## src/rtl/video_pkg.sv

```systemverilog
// Shared VRAM geometry and arbiter defaults for the video subsystem.
package video_pkg;
   localparam int VRAM_AW      = 14;
   localparam int VRAM_DW      = 8;
   localparam int MAX_WAIT_DEF = 8;
   localparam int WAIT_W_DEF   = 4;
endpackage

```

## src/rtl/arb_wait_counter.sv

```systemverilog
// Saturating, clearable wait counter with a >= threshold flag.
module arb_wait_counter #(
   parameter int W      = 4,
   parameter int THRESH = 8
) (
   input  logic         clk,
   input  logic         reset,
   input  logic         clear,
   output logic [W-1:0] cnt,
   output logic         at_thresh
);
   localparam logic [W-1:0] THRESH_V = W'(THRESH);
   localparam logic [W-1:0] ONE      = W'(1);
   localparam logic [W-1:0] SAT      = '1;

   // Count pending cycles, holding at all-ones so the compare never wraps.
   always_ff @(posedge clk) begin
      if (reset || clear) begin
         cnt <= '0;
      end else if (cnt != SAT) begin
         cnt <= cnt + ONE;
      end
   end

   assign at_thresh = (cnt >= THRESH_V);
endmodule

```

## src/rtl/vram_arbiter.sv

```systemverilog
// Shares VRAM port 1 between the Z80 bus interface (priority) and the
// block-copy engine, with a starvation guard and optional vblank-only BLT.
module vram_arbiter
   import video_pkg::*;
#(
   parameter int MAX_WAIT = MAX_WAIT_DEF,
   parameter int WAIT_W   = WAIT_W_DEF
) (
   input  logic        clk,
   input  logic        reset,
   input  logic        cpu_req,
   input  logic [13:0] cpu_addr,
   input  logic        cpu_wren,
   input  logic [7:0]  cpu_wrdata,
   output logic        cpu_ack,
   output logic [7:0]  cpu_rddata,
   output logic        cpu_rdvalid,
   input  logic        blt_req,
   input  logic [13:0] blt_addr,
   input  logic        blt_wren,
   input  logic [7:0]  blt_wrdata,
   output logic        blt_ack,
   output logic [7:0]  blt_rddata,
   output logic        blt_rdvalid,
   input  logic        blt_vblank_only,
   input  logic        vblank,
   output logic [13:0] vram_addr,
   output logic [7:0]  vram_wrdata,
   output logic        vram_wren,
   input  logic [7:0]  vram_rddata
);
   logic              blt_eligible;
   logic              force_blt;
   logic              grant_blt;
   logic              grant_cpu;
   logic              wait_at_max;
   logic [WAIT_W-1:0] wait_cnt;

   // Read-issue tags: _p0 marks the address slot, _p1 the data-return slot.
   logic cpu_vld_p0, cpu_vld_p1;
   logic blt_vld_p0, blt_vld_p1;

   // Same-cycle grant: CPU wins unless BLT has waited MAX_WAIT cycles.
   always_comb begin
      blt_eligible = blt_req && (!blt_vblank_only || vblank);
      force_blt    = blt_eligible && wait_at_max;
      grant_blt    = blt_eligible && (force_blt || !cpu_req);
      grant_cpu    = cpu_req && !grant_blt;
   end

   assign cpu_ack = grant_cpu;
   assign blt_ack = grant_blt;

   arb_wait_counter #(
      .W      (WAIT_W),
      .THRESH (MAX_WAIT)
   ) u_wait (
      .clk       (clk),
      .reset     (reset),
      .clear     (!blt_eligible || grant_blt),
      .cnt       (wait_cnt),
      .at_thresh (wait_at_max)
   );

   // Issue stage: present the granted request to VRAM on the next cycle.
   always_ff @(posedge clk) begin
      if (reset) begin
         vram_addr   <= '0;
         vram_wrdata <= '0;
         vram_wren   <= 1'b0;
      end else if (grant_blt) begin
         vram_addr   <= blt_addr;
         vram_wrdata <= blt_wrdata;
         vram_wren   <= blt_wren;
      end else if (grant_cpu) begin
         vram_addr   <= cpu_addr;
         vram_wrdata <= cpu_wrdata;
         vram_wren   <= cpu_wren;
      end else begin
         vram_wren   <= 1'b0;
      end
   end

   // Track which port owns each read so only its rdvalid pulses on return.
   always_ff @(posedge clk) begin
      if (reset) begin
         cpu_vld_p0 <= 1'b0;
         cpu_vld_p1 <= 1'b0;
         blt_vld_p0 <= 1'b0;
         blt_vld_p1 <= 1'b0;
      end else begin
         cpu_vld_p0 <= grant_cpu && !cpu_wren;
         cpu_vld_p1 <= cpu_vld_p0;
         blt_vld_p0 <= grant_blt && !blt_wren;
         blt_vld_p1 <= blt_vld_p0;
      end
   end

   assign cpu_rdvalid = cpu_vld_p1;
   assign blt_rdvalid = blt_vld_p1;
   assign cpu_rddata  = vram_rddata;
   assign blt_rddata  = vram_rddata;
endmodule

```

## config.mk

```make
export PLATFORM = sky130hd
export DESIGN_NAME = vram_arbiter
export DESIGN_NICKNAME = d
export VERILOG_FILES = /design/src/rtl/video_pkg.sv /design/src/rtl/arb_wait_counter.sv /design/src/rtl/vram_arbiter.sv
export SDC_FILE = /design/constraint.sdc
export NUM_CORES = 1
export LEC_CHECK = 0
export BUFFER_PORTS_ARGS = -buffer_cell sky130_fd_sc_hd__buf_2
export CAP_MARGIN = 20
export CORE_ASPECT_RATIO = 0.8
export CORE_MARGIN = 2
export CORE_UTILIZATION = 40
export CTS_CLUSTER_DIAMETER = 80
export DETAILED_ROUTE_END_ITERATION = 8
export GPL_ROUTABILITY_DRIVEN = 0
export PLACE_DENSITY = 0.73
export SYNTH_ARGS = -nofsm -noshare
export SYNTH_HDL_FRONTEND = slang
export SYNTH_SLANG_ARGS = --single-unit
export TNS_END_PERCENT = 20
```

## constraint.sdc

```tcl
create_clock -name clk -period 1.15 [get_ports clk]
set_input_delay 0.115 -clock clk [delete_from_list [all_inputs] [get_ports clk]]
set_output_delay 0.115 -clock clk [all_outputs]
set_load 0.01 [all_outputs]
```

==> results, run 1 <==
- The flow ran to the end, but the final reports show violations.
- The checks that failed: setup timing.
- The floorplan step set the die height to about 64 um.
- The largest delay contributor family on the critical path is flip-flops.
- The buffer type at the clock tree root is sky130_fd_sc_hd__clkbuf_8.
- The clock slew seen by the registers of the worst setup and hold paths is approximately 0.060 ns.
- The vias per cell is 5.87.
- The total track usage is 0.213.
- The leading cell type in the layout, fill and taps excluded is sky130_fd_sc_hd__buf_2.
- Power spread over the standard cell area amounts to approximately 1100 nW/um^2.
- After legalization and detailed placement, the total HPWL measured 3.65 mm.
- The buffer and inverter count on the worst path is 2.
- The clock tree skew after final layout is between 0.002 and 0.0025 ns.
- The first-pass GRT wire length is 8.50 mm.
- In this run the deepest clock path goes through 2 buffers.
- The number of antenna violations at the first check in global routing came to 0.
- In the layout the commonest cells are sky130_fd_sc_hd__buf_2 (78), sky130_fd_sc_hd__dfxtp_1 (28), sky130_fd_sc_hd__nand4_1 (22), sky130_fd_sc_hd__a211oi_1 (22), sky130_fd_sc_hd__a311oi_1 (22).
- The type of the setup path with the least slack is flip-flop to primary output.
- The post-route cell area is 2390 sq um.
- The sequential-to-total area share from yosys stat is 0.348.
- For this run, the top clock speed supported by timing is 0.769 GHz.
- For this configuration, the core starts out at a cell density of 0.422.
- At the pin with the least slew margin, the transition time is 0.406 ns.
- The number of nets in the layout is 325.
- For this run, the slowest stage of the critical path takes 0.34 ns.
- After global routing the overflow that remains totals 0.
- After clock tree synthesis, the flow added hold-fix buffers numbering 0.
- After detailed routing, the average wire length per cell comes to 16.5 um.
- The final cycle utilization of the critical path is 1.13.
- The worst slew margin relative to its limit is 0.729.
- The footprint of the multi-input gates is 938 sq um.
- After filler insertion, the fill cell instance count of the layout stands at 395.
- 103 I/O pins were placed.
- Before antenna repair, the detailed router went through 5 iterations.
- In this run, synthesis produced a sequential element count of 31.
- The total via count after detailed routing is approximately 1,900.
- TritonCTS built the clock tree.
- The signal on the critical path passes through and2b_1, buf_6, nor2_1, buf_2.
- From synthesis to final layout, the design area changed by 34.1%.
- The count of buffers added on input and output ports is 78.
- In the final layout, the share of cells above drive strength 1 is 0.485.
- The worst slack on hold paths is between 0.007 and 0.008 ns.
- The violation count after the first detailed-routing iteration is 78.
- On the critical path, the stage with the largest delay is an instance of sky130_fd_sc_hd__dfxtp_2.
- The number of global-route vias before repair is 1,795.
- In the post-route analysis, the smallest setup slack over all paths is -0.150 ns.
- Registers take 624 sq um.
- The area of the core region is 4230 sq um.
- Measured along the x axis, the die boundary spans 78.7 um.
- TritonCTS created 5 clock buffers.
- Timing analysis after detailed placement gives a worst setup slack of -0.0934 ns.
- Summed over all cells, the static leakage comes to 0.993 nW.
- The post-synthesis cell count is 196.
- Once detail routing completed, the nets flagged for antenna violations numbered 0.
- The peak supply drop is about 0.00056 V.
- 0 antenna diodes ended up in the layout.
- Setup violations remaining at the end of the flow were counted as 25.
- The depth of the CTS H-tree is 2.
- The final critical-path required period is 1.30 ns.
- The max capacitance violation total is 0.
- The number of failing hold endpoints at the final stage is 0.
- Averaged over all synthesized cells, the footprint is 9.10 sq um.
- Synthesis instantiated 27 different standard cells from the library.
- The kind of end point of the critical path is a primary output.
- After detailed routing, the number of remaining DRC violations is 0.
- The count of standard-cell rows is 21.
- Entering global routing, the biggest net connects 30 pins.
- The type of element launching the critical path is a flip-flop.
- The number of nets in the synthesized netlist is about 260.
- During synthesis, Yosys emitted a total of 0 warnings.
- The clock sink count is 31.
- The routed design has 5.30 mm of wire.
- The placed instances occupy a cell area of 2170 sq um.
- After synthesis the cells add up to ~1800 sq um.
- At the worst endpoint, the required time is ~1.0 ns.
- The floorplan step defined a die boundary enclosing ~5000 sq um.
- The maximum net fanout on the critical path is 7.
- For the worst-skew pair, the clock arrives at the later sink with an insertion delay of 0.28 ns.
- The worst hold path class is primary input to flip-flop.
- The endpoint arrival time on the critical path is roughly 1.2 ns.
- The number of max-slew violations in the final report was 0.
- Setup repair after global routing could not meet its margin everywhere.
[area by class of cell]
type | instances | share of cell area
flip-flops and latches | 31 | 0.261
clock buffers | 7 | 0.0319
clock inverters | 1 | 0.00209
repair buffers | 105 | 0.275
well taps | 57 | 0.0298
inverters | 5 | 0.00785
multi-input cells | 115 | 0.392
[cells by family after synthesis]
kind of cell,share of synthesized area
xor gates and xnor gates,0.00491
AOI/OAI and AO/OA,0.307
muxes,0.00561
buffers and inverters,0.175
DFF,0.348
adders and majority gates,0.0140
and+or+nand+nor,0.145
[final timing paths]
| check | start | to | slack [ns] | depth (start not counted) |
|---|---|---|---|---|
| worst max-delay path | u_wait.cnt[3] | blt_ack | -0.15 | 4 |
| worst min-delay path | cpu_wren | cpu_vld_p0 | 0.008 | 2 |
| worst max register to register | u_wait.cnt[3] | vram_addr[3] | -0.11 | 5 |
| worst min register to register | cpu_vld_p0 | cpu_rdvalid | 0.44 | 1 |
[state kept, by name, summed over array words and instances (netlist names)]
name,count
blt_rdvalid,1
blt_vld_p0,1
cpu_rdvalid,1
cpu_vld_p0,1
u_wait.cnt,4
vram_addr,14
vram_wrdata,8
vram_wren,1
[cell usage after synthesis, drive strengths merged]
library cell   n  share of area
a211oi        22          0.093
a311oi        22           0.11
a31o           1         0.0049
a31oi          1         0.0035
and2b          1         0.0042
buf           38           0.15
clkbuf         7          0.015
dfxtp         31           0.35
ha             2          0.014
inv            5          0.011
mux2i          1         0.0056
nand2          1         0.0021
nand2b         3          0.011
nand3          2         0.0056
nand3b         1         0.0042
nand4         22          0.077
nor2           1         0.0021
nor2b          3          0.011
nor3b          1         0.0042
nor4           6          0.025
o21ai          2         0.0056
o31ai         22          0.093
xnor2          1         0.0049
[power breakdown]
group | switching, mW | internal, mW | total (mW)
clock network | 0.387 | 0.424 | 0.811
logic | 0.342 | 0.292 | 0.634
registers | 0.0389 | 1.15 | 1.19
[through the flow]
stage	total power, mW	instances	util	setup TNS, ns
after floorplan	1.59	196	-	-0.155
after global placement	1.79	308	0.514	-0.572
after detailed placement	1.79	308	0.514	-1.41
after CTS	2.63	319	0.551	-1.23
after global routing	2.77	321	0.566	-3.62
final	2.63	321	0.566	-1.51
[layer usage]
layer  wire length, um  share of wire  global-route usage  vias to the layer above
met5                 0              0                   0                        -
met4                97          0.018              0.0855                        0
met3               390          0.074              0.0494                       11
met2              2440           0.46               0.329                       78
met1              2370           0.45               0.287                      890
li1                  -              -                   -                      906
[repair_timing]
item	in CTS	in global routing
pin swaps	13	4
setup endpoints to repair	15	28
resized for setup	12	8
buffers inserted	3	2
No activity file was read; power rests on OpenSTA's default activity.
==> inputs of run 2 (changes only) <==
Settings changed: PLACE_DENSITY 0.73 to 0.78.
==> results, run 2 (same netlist as run 1, synthesis figures left out) <==
- The violation count after the first detailed-routing iteration is roughly 130.
- CTS built an H-tree with a depth of 2.
- The sequential share of power is 0.443.
- The clock tree skew after final layout is 0.00958 ns.
- The overall power of the completed layout is 2.68 mW.
- The DRC violation count after routing is 0.
- The HPWL after detailed placement is 3.56 mm.
- The cell sitting at the root of the clock tree is a sky130_fd_sc_hd__clkbuf_8.
- At the pin with the least slew margin, the transition time is ~0.32 ns.
- The number of global-route vias before repair is about 1,700.
- In this run the count of I/O pins placed on the die edge is around 100.
- The clock share of power is 0.315.
- More flip-flops sit in one register than any other, and that register is vram_addr.
- The static leakage is 0.995 nW.
- The die area is about 5000 sq um.
- The library cells used most frequently in the layout, excluding fill and tap cells, are sky130_fd_sc_hd__buf_2 (77), sky130_fd_sc_hd__dfxtp_1 (28), sky130_fd_sc_hd__nand4_1 (22), sky130_fd_sc_hd__a211oi_1 (22), sky130_fd_sc_hd__buf_4 (21).
- Measured along the x axis, the die boundary spans between 70 and 80 um.
- The worst-case IR drop observed on VDD is 0.000514 V.
- The checks that failed: setup timing.
- For this block, the via count after detailed routing is 1,867.
- The startpoint of the worst hold path is cpu_wren.
- The remaining global-route overflow is 0.
- The number of failing hold endpoints at the final stage is 0.
- The first-pass GRT wire length is ~8 mm.
- The maximum net fanout on the critical path is 5.
- The pin count of the biggest net entering global routing is 39.
- The kind of end point of the critical path is a flip-flop.
- Counting cells, the worst reg-to-reg path comes to 5.
- In the final layout, the registers with the most flip-flops are vram_addr: 14 flops, vram_wrdata: 8 flops, u_wait.cnt: 4 flops.
- The area growth from synthesis to final layout is 34.6%.
- The number of buffers created by CTS is 5.
- In this run the critical register-to-register path is launched from u_wait.cnt[3].
- The maximum operating frequency is approximately 0.77 GHz.
- The max capacitance violation total is 0.
- The critical path is of the flip-flop to flip-flop type.
- The endpoint with the worst hold slack is cpu_vld_p0.
- The power density relative to cell area is 1120 nW/um^2.
- From bottom edge to top edge, the die measures 63.7 um.
- The number of antenna violations at the first check in global routing is 0.
- The type of element launching the critical path is a flip-flop.
- Of the cells placed in the final design, the portion with a size suffix greater than 1 is 0.504.
- The total routed wirelength is 5.27 mm.
- The antenna violation net count after detailed routing is 0.
- The vias per cell is 5.82.
- Setup repair after global routing could not meet its margin everywhere.
- The worst register-to-register path has a setup slack of -0.15 ns.
- The area of the core region is 4230 sq um.
- The worst slew margin relative to its limit is 0.785.
- STA puts the critical path data arrival time at 1.46 ns.
- After the last flow step, the layout net total stands at 325.
- The end of the worst register-to-register path is vram_wrdata[0].
- For this design the total switching power over the nets is 819 uW.
- The routed wire length per instance is around 16 um.
- The buffer depth of the longest clock path is 2.
- STA puts the critical path data required time at ~1.3 ns.
- The source-to-sink clock delay at the later pin of the worst-skew pair is ~0.3 ns.
- The effective utilization at floorplan is 0.422.
- The leading cell type in the layout, fill and taps excluded is sky130_fd_sc_hd__buf_2.
- The share of total power dissipated in combinational logic is 0.241.
- Summing all placed instances gives a cell area of 2170 sq um.
- The net switching fraction of the power is 0.306.
- The number of flip-flops in the largest register is 14.
- The run finished, with violations left.
- The number of max-slew violations in the final report is 0.
- The total track usage is 0.199.
- Before antenna repair, the detailed router went through 4 iterations.
- The count of cells in the finished layout, fillers not included, comes to approximately 320.
- The clock slew seen by the registers of the worst setup and hold paths is 0.07 ns.
- The count of standard-cell rows is 21.
- Cell internal power was estimated by the tool at about 1.9 mW.
- Subtracting the final worst setup slack from the clock period gives 1.30 ns.
- The number of placed instances, taps included is 309.
- The worst hold path was traced through 2 stages.
- The post-route cell area is 2400 sq um.
- The post-layout worst setup margin is -0.148 ns.
- The worst hold path belongs to the class primary input to flip-flop.
- The count of inserted antenna diode cells is 0.
- The TritonCTS clock tree is built.
- The setup violation total in the final timing report is 21.
- The count of buffers added on input and output ports is roughly 80.
- The clock sink count is 31.
- Dividing the final minimum period by the clock period gives 1.13.
-- run 2: cell types whose count changed in the layout (fill, tap and decap cells not counted), moves of 2 or more --
cell and delta:
sky130_fd_sc_hd__o31ai_2 +3, sky130_fd_sc_hd__o31ai_1 -2, sky130_fd_sc_hd__clkbuf_1 -2, sky130_fd_sc_hd__a311oi_2 +2
sky130_fd_sc_hd__clkinv_2 +2, sky130_fd_sc_hd__buf_4 +2, sky130_fd_sc_hd__a311oi_1 -2
-- run 2: final cells by class --
type / instances / area (sq um)
fill: 381 / 1830
multi-input combinational: 115 / 956
timing repair buffer: 105 / 647
sequential: 31 / 624
tap: 57 / 71.3
clock buffer: 5 / 68.8
inverter: 5 / 18.8
clock inverter: 3 / 15.0
-- run 2: worst max-delay path, stage by stage, from the launching register on --
cell and delay, ns:
sky130_fd_sc_hd__dfxtp_2 0.33, sky130_fd_sc_hd__and2b_1 0.21, sky130_fd_sc_hd__buf_6 0.14, sky130_fd_sc_hd__buf_4 0.13, sky130_fd_sc_hd__o31ai_2 0.22, sky130_fd_sc_hd__a311oi_1 0.13
-- run 2: power by group through the flow --
| stage | Sequential (mW) | Combinational, mW | Clock, mW |
|---|---|---|---|
| 2_1_floorplan | 1.24 | 0.349 | 0 |
| 3_3_place_gp | 1.21 | 0.577 | 0 |
| 3_5_place_dp | 1.21 | 0.581 | 0 |
| 4_1_cts | 1.19 | 0.609 | 0.842 |
| 5_1_grt | 1.19 | 0.697 | 0.892 |
| 6_report | 1.19 | 0.646 | 0.844 |
-- run 2: repair_timing --
item / CTS / global route
endpoints found under the setup margin: 16 / 29
resized for setup: 10 / 13
pin swaps: 2 / 5
setup buffers: 3 / 0
gates cloned: 0 / 0
hold endpoints to repair: 0 / 1
hold buffers: 0 / 1
-- run 2: how the worst max path moves through the flow --
stage,from,endpoint,slack (ns),cells past startpoint
2_1_floorplan,u_wait.cnt[3],vram_addr[12],-0.01,5
3_3_place_gp,u_wait.cnt[3],vram_wrdata[1],0.005,4
3_5_place_dp,u_wait.cnt[3],vram_wrdata[2],-0.07,4
4_1_cts,u_wait.cnt[3],blt_ack,-0.13,4
5_1_grt,u_wait.cnt[3],vram_wrdata[4],-0.24,5
6_report,u_wait.cnt[3],vram_wrdata[0],-0.15,5
-- run 2: per-layer routing --
layer  global-route usage  share of wire
met5                    0              0
met4               0.0746          0.017
met3               0.0395          0.067
met2                0.311           0.47
met1                0.272           0.45
-- run 2: stage by stage --
step | util | setup WS (ns) | TNS [ns] | hold WS [ns]
after floorplan | - | -0.00956 | -0.155 | 0.191
after CTS | 0.550 | -0.129 | -1.12 | 0.00113
after detailed placement | 0.513 | -0.0681 | -0.250 | 0.230
after global routing | 0.568 | -0.236 | -3.05 | 0.0152
after global placement | 0.513 | 0.00539 | 0 | 0.230
final | 0.568 | -0.148 | -1.13 | 0.00273
